<file path="src/rtl/io_intr_ctrl_if.sv">
// io_intr_ctrl_if: processor-side cs/rd/wr/rdy register bus for io_intr_ctrl.
interface io_intr_ctrl_if #(
  parameter int DATA_W = 32,
  parameter int ADDR_W = 32
);
  logic [ADDR_W-1:0] address;
  logic [DATA_W-1:0] in;
  logic [DATA_W-1:0] out;
  logic              cs;
  logic              rd;
  logic              wr;
  logic              rdy;
  modport master (output address, in, cs, rd, wr, input out, rdy);
  modport slave (input address, in, cs, rd, wr, output out, rdy);
endinterface

</file>
<file path="src/rtl/io_intr_ctrl.sv">
// io_intr_ctrl: NUM_CH-source interrupt controller with edge/level pending bits,
// fixed-priority vectoring and a wait-stated cs/rd/wr/rdy register port.
module io_intr_ctrl #(
  parameter int NUM_CH   = 4,
  parameter int DATA_W   = 32,
  parameter int ADDR_W   = 32,
  parameter int WAIT_CYC = 1
) (
  input  logic              sys_clk,
  input  logic              reset,
  input  logic [NUM_CH-1:0] irq_src,
  io_intr_ctrl_if.slave     bus,
  output logic              intr,
  input  logic              intr_ack
);
  typedef enum logic [1:0] {I_IDLE, I_REQ, I_SVC} irq_st_t;
  typedef enum logic [1:0] {B_IDLE, B_WAIT, B_RDY, B_HOLD} bus_st_t;
  irq_st_t           irq_st_q, irq_st_d;
  bus_st_t           bus_st_q, bus_st_d;
  logic [NUM_CH-1:0] sync_q, src_q, prev_q;
  logic [NUM_CH-1:0] pending_q, pending_d, enable_q, enable_d, edge_q, edge_d;
  logic [NUM_CH-1:0] data_q, data_d, pe, w1c;
  logic              vvalid_q, vvalid_d, intr_q, intr_d, rdy_q, rdy_d, wr_q, wr_d;
  logic [4:0]        vidx_q, vidx_d, win;
  logic [1:0]        addr_q, addr_d, raddr;
  logic [3:0]        cnt_q, cnt_d;
  logic [DATA_W-1:0] out_q, out_d;
  logic [31:0]       pend32, rdata;
  logic              idle_bus, accept, fire, rwr, wen, unused_ok;
  assign intr      = intr_q;
  assign bus.rdy   = rdy_q;
  assign bus.out   = out_q;
  assign unused_ok = ^{bus.address[ADDR_W-1:0], bus.in};
  always_comb begin
    pe = pending_q & enable_q;
    pend32 = 32'(pending_q);
    win = '0;
    for (int i = NUM_CH - 1; i >= 0; i--) win = pe[i] ? 5'(i) : win;
    idle_bus = !bus.cs || !(bus.rd || bus.wr);
    accept = bus_st_q == B_IDLE && bus.cs && (bus.rd ^ bus.wr);
    fire = (accept && WAIT_CYC == 0) || (bus_st_q == B_WAIT && bus.cs && cnt_q == 4'd1);
    // with zero wait states the read completes straight from the live bus fields
    raddr = bus_st_q == B_IDLE ? bus.address[3:2] : addr_q;
    rwr = bus_st_q == B_IDLE ? bus.wr : wr_q;
    rdata = raddr == 2'd0 ? pend32 : raddr == 2'd1 ? 32'(enable_q) :
            raddr == 2'd2 ? {vvalid_q, 26'd0, vidx_q} : 32'(edge_q);
    wen = bus_st_q == B_RDY && wr_q;
    w1c = wen && addr_q == 2'd0 ? data_q : '0;
    pending_d = (edge_q & ((pending_q & ~w1c) | (src_q & ~prev_q))) | (~edge_q & src_q);
    enable_d = wen && addr_q == 2'd1 ? data_q : enable_q;
    edge_d = wen && addr_q == 2'd3 ? data_q : edge_q;
    rdy_d = fire;
    out_d = fire && !rwr ? DATA_W'(rdata) : '0;
    addr_d = accept ? bus.address[3:2] : addr_q;
    data_d = accept ? bus.in[NUM_CH-1:0] : data_q;
    wr_d = accept ? bus.wr : wr_q;
    cnt_d = accept ? 4'(WAIT_CYC) : bus_st_q == B_WAIT ? cnt_q - 4'd1 : cnt_q;
    case (bus_st_q)
      B_IDLE:  bus_st_d = accept ? (WAIT_CYC == 0 ? B_RDY : B_WAIT) : B_IDLE;
      B_WAIT:  bus_st_d = !bus.cs ? B_IDLE : cnt_q == 4'd1 ? B_RDY : B_WAIT;
      default: bus_st_d = idle_bus ? B_IDLE : B_HOLD;
    endcase
    irq_st_d = irq_st_q;
    intr_d = intr_q;
    vvalid_d = vvalid_q;
    vidx_d = vidx_q;
    if (irq_st_q == I_IDLE && |pe) begin
      irq_st_d = I_REQ;
      intr_d = 1'b1;
    end else if (irq_st_q == I_REQ && !(|pe)) begin
      irq_st_d = I_IDLE;
      intr_d = 1'b0;
    end else if (irq_st_q == I_REQ && intr_ack) begin
      irq_st_d = I_SVC;
      intr_d = 1'b0;
      vvalid_d = 1'b1;
      vidx_d = win;
    end else if (irq_st_q == I_SVC && !pend32[vidx_q]) begin
      irq_st_d = I_IDLE;
      vvalid_d = 1'b0;
    end
  end
  always_ff @(posedge sys_clk or negedge reset) begin
    if (!reset) begin
      irq_st_q  <= I_IDLE;
      bus_st_q  <= B_IDLE;
      sync_q    <= '0;
      src_q     <= '0;
      prev_q    <= '0;
      pending_q <= '0;
      enable_q  <= '0;
      edge_q    <= '0;
      data_q    <= '0;
      vvalid_q  <= 1'b0;
      vidx_q    <= '0;
      intr_q    <= 1'b0;
      rdy_q     <= 1'b0;
      wr_q      <= 1'b0;
      addr_q    <= '0;
      cnt_q     <= '0;
      out_q     <= '0;
    end else begin
      irq_st_q  <= irq_st_d;
      bus_st_q  <= bus_st_d;
      sync_q    <= irq_src;
      src_q     <= sync_q;
      prev_q    <= src_q;
      pending_q <= pending_d;
      enable_q  <= enable_d;
      edge_q    <= edge_d;
      data_q    <= data_d;
      vvalid_q  <= vvalid_d;
      vidx_q    <= vidx_d;
      intr_q    <= intr_d;
      rdy_q     <= rdy_d;
      wr_q      <= wr_d;
      addr_q    <= addr_d;
      cnt_q     <= cnt_d;
      out_q     <= out_d;
    end
  end
endmodule

</file>
<file path="src/flat_wrapper.sv">
// flat-port wrapper written by rule: the top's interface ports become plain ports
module io_intr_ctrl_flat 
#(
  parameter int NUM_CH   = 4,
  parameter int DATA_W   = 32,
  parameter int ADDR_W   = 32,
  parameter int WAIT_CYC = 1
)
  (sys_clk, reset, irq_src, intr, intr_ack, bus_address, bus_in, bus_cs, bus_rd, bus_wr, bus_out, bus_rdy);
  io_intr_ctrl_if #(.DATA_W(DATA_W), .ADDR_W(ADDR_W)) bus_i ();
  input  logic sys_clk;
  input  logic reset;
  input  logic [NUM_CH-1:0] irq_src;
  output logic intr;
  input  logic intr_ack;
  input wire logic [$bits(bus_i.address)-1:0] bus_address;
  input wire logic [$bits(bus_i.in)-1:0] bus_in;
  input wire logic [$bits(bus_i.cs)-1:0] bus_cs;
  input wire logic [$bits(bus_i.rd)-1:0] bus_rd;
  input wire logic [$bits(bus_i.wr)-1:0] bus_wr;
  output wire logic [$bits(bus_i.out)-1:0] bus_out;
  output wire logic [$bits(bus_i.rdy)-1:0] bus_rdy;
  assign bus_i.address = bus_address;
  assign bus_i.in = bus_in;
  assign bus_i.cs = bus_cs;
  assign bus_i.rd = bus_rd;
  assign bus_i.wr = bus_wr;
  assign bus_out = bus_i.out;
  assign bus_rdy = bus_i.rdy;
  io_intr_ctrl #(.NUM_CH(NUM_CH), .DATA_W(DATA_W), .ADDR_W(ADDR_W), .WAIT_CYC(WAIT_CYC)) u_core (.sys_clk(sys_clk), .reset(reset), .irq_src(irq_src), .bus(bus_i), .intr(intr), .intr_ack(intr_ack));
endmodule
</file>
<file path="config.mk">
export PLATFORM = sky130hd
export DESIGN_NAME = io_intr_ctrl_flat
export DESIGN_NICKNAME = d
export VERILOG_FILES = /design/src/rtl/io_intr_ctrl_if.sv /design/src/rtl/io_intr_ctrl.sv /design/src/flat_wrapper.sv
export SDC_FILE = /design/constraint.sdc
export NUM_CORES = 1
export LEC_CHECK = 0
export CORE_MARGIN = 1
export CORE_UTILIZATION = 41
export CTS_CLUSTER_SIZE = 10
export DETAILED_ROUTE_END_ITERATION = 8
export HOLD_SLACK_MARGIN = 0.06
export PLACE_DENSITY = 0.8
export SLEW_MARGIN = 25
export SYNTH_ARGS = -nofsm -noshare
export SYNTH_HDL_FRONTEND = slang
export SYNTH_SLANG_ARGS = --single-unit
</file>
<file path="constraint.sdc">
create_clock -name sys_clk -period 2.1 [get_ports sys_clk]
set_clock_uncertainty 0.2 [all_clocks]
set_input_delay 0.42 -clock sys_clk [delete_from_list [all_inputs] [get_ports sys_clk]]
set_output_delay 0.42 -clock sys_clk [all_outputs]
set_load 0.02 [all_outputs]
</file>
; Word-level counts from Yosys, hierarchy flattened
; Index checks and enable logic that the tools add are counted.
; Widths: inputs -> output; s select.
[classes]
n_bitwise = 13
n_lt_le_gt_ge = 1
div = 0
multipliers = 0
addsub = 1
reduce_logical = 31
n_eq_ne = 9
n_mux = 29
shifts = 0
[op_table]
columns = operator, n
row1 = $mux 32, 4
row2 = $and 4x4->4, 5
row3 = $mux 2, 9
row4 = $mux 5, 3
row5 = $logic_and 1x1->1, 13
row6 = $mux 4, 3
row7 = $not 4->4, 3
row8 = $eq 2x1->1 const B, 4
row9 = $eq 2x2->1 const B, 4
row10 = $logic_not 2->1, 4
row11 = $mux 1, 8
row12 = $or 4x4->4, 2
row13 = $lt 5x6->1 const B, 1
row14 = $reduce_and 3->1, 2
row15 = $bmux 1 s5, 1
row16 = $logic_not 1->1, 5
row17 = $eq 4x1->1 const B, 1
row18 = $pmux 2 s2, 1
row19 = $reduce_bool 2->1, 2
row20 = $reduce_bool 4->1, 1
row21 = $reduce_or 4->1, 1
row22 = $sub 4x1->4 const B, 1
row23 = $reduce_bool 3->1, 1
row24 = $logic_or 1x1->1, 2
row25 = other kinds (2), 3
[totals]
n_memories = 0
mem_bits_ro = 0
wordCells = 101
output_inout_bits = 34
reg_bits = 79
latch_bits = 0
ramBits = 0

; Longest topological paths before layout
[logic_depth]
depth_word = 9
depth_mapped = 6
ltp_nobuf = 6

; Worst setup path before layout
; OpenSTA, ideal clock, no wires.
[synth_path]
path_type = input -> register
start = input bus_wr
end = register u_core.out_q[0], in the netlist u_core.bus.out[0]
path_stages = 4
t_arrival_ns = 1.459
required_ns = 1.806
path_slack_ns = 0.347
path_cell_list = or3_1 a2111oi_4 o21ai_1 a221oi_2
[synth_via]
elab_chain_cells = 4
[synth_lines]
columns = item, line
row1 = "start, declared", flat_wrapper.sv:20  ; input wire logic [$bits(bus_i.wr)-1:0] bus_wr;
row2 = $mux 1, io_intr_ctrl.sv:44  ; rwr = bus_st_q == B_IDLE ? bus.wr : wr_q;
row3 = $logic_not 1->1, io_intr_ctrl.sv:53  ; out_d = fire && !rwr ? DATA_W'(rdata) : '0;
row4 = $logic_and 1x1->1, io_intr_ctrl.sv:53
row5 = $mux 32, io_intr_ctrl.sv:53
row6 = net u_core.out_d[0], io_intr_ctrl.sv:27  ; logic [DATA_W-1:0] out_q, out_d;
row7 = "end signal, assigned", io_intr_ctrl.sv:119  ; out_q <= out_d;
row8 = "end, declared", io_intr_ctrl.sv:27
; The timed path passes the listed nets, and every way through them passes these cells.
; A chain may end at the register's enable or synchronous reset.

; Worst setup path in the final report
[layout_path]
start = register u_core.bus_st_q[0]
end = register u_core.out_q[1], in the netlist u_core.bus.out[1]
[layout_via]
elab_chain_cells = 7
[layout_lines]
columns = item, line
row1 = "start, declared", io_intr_ctrl.sv:19  ; bus_st_t bus_st_q, bus_st_d;
row2 = "start signal, assigned", io_intr_ctrl.sv:104  ; bus_st_q <= bus_st_d;
row3 = $logic_not 2->1, "io_intr_ctrl.sv:43, io_intr_ctrl.sv:44"
row4 = $mux 2, io_intr_ctrl.sv:43  ; raddr = bus_st_q == B_IDLE ? bus.address[3:2] : addr_q;
row5 = $eq 2x2->1, io_intr_ctrl.sv:46  ; raddr == 2'd2 ? {vvalid_q, 26'd0, vidx_q} : 32'(edge_q);
row6 = $mux 32, io_intr_ctrl.sv:46
row7 = $mux 32 (2 in series), io_intr_ctrl.sv:45  ; rdata = raddr == 2'd0 ? pend32 : raddr == 2'd1 ? 32'(enable_q) :
row8 = $mux 32 (*), io_intr_ctrl.sv:53
row9 = net u_core.out_d[1], io_intr_ctrl.sv:27
; The timed path passes the listed nets; every way through them passes the cells marked *.

==> reports/results.tsv <==
stage	metric	value	unit
place	port_buffers	22	
die	fp-row-count	27	
synth	synth_cell_type_count	53	
pwr	p_seq_share	49.8	%
setup_path	required	2110	ps
synth	ys_async_sr_fraction	100	%
min_path	min_to	u_core.src_q[3]	
clock_network	clkLatencyLatePin	310	ps
synth	synthCells	196	
clock_network	htreeDepth	2	
pwr	p_int	0.00187	W
setup_path	path_class	register to register	
synth	ys_warn_count	0	
global_routing	grt-ovfl-total	0	
final_layout	layout_commonest_cell	dfrtp_1	
setup_path	crit_arrival	2000	ps
synth	synth-seq-cells	49	
clock_network	path_clk_slew	90	ps
final_layout	finalNetCount	309	
setup_path	r2r_slack	110	ps
global_routing	antenna_found_initial	0	
die	top_level_ports	108	
die	start_util	42.4	%
detailed_routing	drt-initial-drc-count	98	
setup_path	start_kind	register	
pwr	swShare	34.7	%
setup_path	cp_max_fo	8	
clock_network	numCtsBuffers	5	
setup_path	reg2regPathDepth	4	
synth	yosys.area.top_type_share	52.5	%
synth	avgSynthCellArea	11.9	µm²
final_layout	drive_gt1_share	19.7	%
detailed_routing	post_drt_wl_per_cell	12.3	µm
synth	synthFlopType	dfrtp_1	
min_path	worstHoldStart	u_core.sync_q[3]	
pwr	power	0.00287	W
synth	yosysTopAreaCell	dfrtp_1	
timing	period_minus_slack	1990	ps
clock_network	clock-root-buffer	clkbuf_8	
global_routing	grt_pass1_vias	1404	
detailed_routing	route.detailed.drc	0	
final_layout	antenna_cells	0	
setup_path	r2r-end	u_core.bus.out[1]	
setup_path	worst_r2r_startpoint	u_core.bus_st_q[0]	
pwr	cellLeakagePower	1.23	nW
timing	hold_viol	0	
detailed_routing	ant_nets	0	
synth	ys_seq_area_share	52.5	%
timing	max_freq	502	MHz
flow_run	maxCapViolCount	0	
pwr	irDropWorstVdd	431	µV
timing	slew_violations	0	
die	die_w	77.5	µm
detailed_routing	wl	3.75	mm
pwr	power_frac_clock	20.7	%
global_routing	grt_max_degree	50	
min_path	worstHoldPathCells	0	
timing	setup_slack	108	ps
detailed_routing	via_per_inst	4.76	
timing	max_slew_margin	61.2	%
synth	synthesis.area	2340	µm²
place	place.gp.congestion	0.802	
final_layout	syn_to_final_growth	15.8	%
final_layout	final_cell_mix	dfrtp_1, conb_1, clkdlybuf4s50_1	
timing	finalCritPeriodShare	94.9	%
detailed_routing	dr_total_vias	1452	
global_routing	track_usage	14.0	%
clock_network	cts_tree	yes	
detailed_routing	dr.pass1.iters	4	
outcome	status	finished, final reports clean	
die	dieArea	6010	µm²
pwr	p_comb_share	29.5	%
clock_network	numClockSinks	49	
min_path	hold_path.class	register to register	
pwr	switchingPower	0.000996	W
global_routing	grt_pass1_wl	6.47	mm
place	dp_slack	-303	ps
clock_network	clock_path_buffers	2	
die	core_area	5510	µm²
die	die_height	77.5	µm
setup_path	cp-end-kind	register	
place	dp_hpwl	2.75	mm
timing	worstMarginPinSlew	582	ps
synth	synth_edf_count	0	
pwr	powerDensity	1060	nW/µm²
synth	synthTopCellsByArea	dfrtp_1, buf_4, mux2_2	
timing	finalSetupViolations	0	
==> per-layer routing <==
layer	wire length [µm]	global-route usage [%]	up-vias
li1	-	-	706
met5	0	0	-
met1	1790	18.8	700
met3	151	4.00	8
met2	1720	20.6	38
met4	81	6.79	0
==> sequential cells by signal (all words and copies together) (netlist names), 2 cells and up <==
signal and count:
u_core.bus_st_q 2, u_core.sync_q 4, u_core.cnt_q 4, u_core.prev_q 4, u_core.bus.out 5, u_core.addr_q 2, u_core.edge_q 4, u_core.vidx_q 2
u_core.pending_q 4, u_core.data_q 4, u_core.enable_q 4, u_core.irq_st_q 2, u_core.src_q 4
==> Yosys cell counts, types with 2 or more instances <==
cell,number
a21bo_1,2
nor3_1,2
nand3_1,2
a22o_1,2
o21ai_0,3
a221oi_2,2
or3_1,2
mux2_2,13
nor2b_1,3
xnor2_1,2
nor2_1,6
dfrtp_1,49
nand2_1,16
mux2i_1,3
a21o_1,3
buf_4,28
a32o_1,4
o21bai_1,2
a21oi_1,7
inv_1,9
ha_1,3
o21ai_1,2
==> logic make-up (layout without fill, tap and decap cells) <==
kind of cell | count (synthesis) | count (layout) | synth area share [%]
xor+xnor | 3 | 3 | 1.12
compound gates | 35 | 35 | 12.5
fa+ha+maj | 3 | 3 | 1.61
mux | 19 | 19 | 9.58
flops | 49 | 49 | 52.5
other cells | 1 | 27 | 0.160
simple gates | 47 | 47 | 11.5
buf+inv | 39 | 50 | 11.1
==> how the worst max path moves through the flow <==
stage,to,slack (ps),from
after global placement,u_core.wr_q,-290,bus_wr
after global routing,u_core.bus.out[1],-20,u_core.bus_st_q[1]
after floorplan,u_core.bus.out[0],350,bus_wr
after detailed placement,u_core.data_q[1],-300,bus_wr
final,u_core.bus.out[1],110,u_core.bus_st_q[0]
after CTS,u_core.addr_q[0],30,bus_wr
==> worst max-delay path, stage by stage (launching register included) <==
cell and delay, ps:
dfrtp_2 470, or3_4 420, a2111oi_4 460, o21ai_1 150, a221oi_2 200
==> per-stage QoR <==
| step | TNS [ps] | hold WS, ps | instances | area (µm²) | utilization [%] |
|---|---|---|---|---|---|
| 4_1_cts | 0 | 158 | 304 | 2690 | 48.9 |
| 5_1_grt | -21.5 | 165 | 305 | 2710 | 49.2 |
| 3_3_place_gp | -3420 | 131 | 295 | 2580 | 46.9 |
| 3_5_place_dp | -3680 | 136 | 295 | 2580 | 46.9 |
| 6_report | 0 | 155 | 305 | 2710 | 49.2 |
| 2_1_floorplan | 0 | -75.6 | 222 | 2430 | - |
==> cell type report <==
type | count | area, µm²
fillers | 508 | 2800
flip-flops and latches | 49 | 1230
multi-input cells | 134 | 953
repair buffers | 33 | 303
well taps | 72 | 90.1
clock buffers | 6 | 82.6
inverters | 9 | 33.8
clock inverters | 2 | 17.5
==> power by group through the flow <==
stage / logic (W) / registers, W / clock network [W]
final: 0.000846 / 0.00143 / 0.000593
after global routing: 0.000940 / 0.00147 / 0.000656
after CTS: 0.000845 / 0.00142 / 0.000615
after detailed placement: 0.000840 / 0.00144 / 0
after global placement: 0.000808 / 0.00142 / 0
after floorplan: 0.000680 / 0.00138 / 0
==> repair_timing <==
item,4_1_cts,5_1_grt
resized for setup,0,3
hold buffers,1,0
buffers inserted,0,1
hold endpoints to repair,49,0
endpoints found under the setup margin,0,8
(Power assumes the default switching activity.)
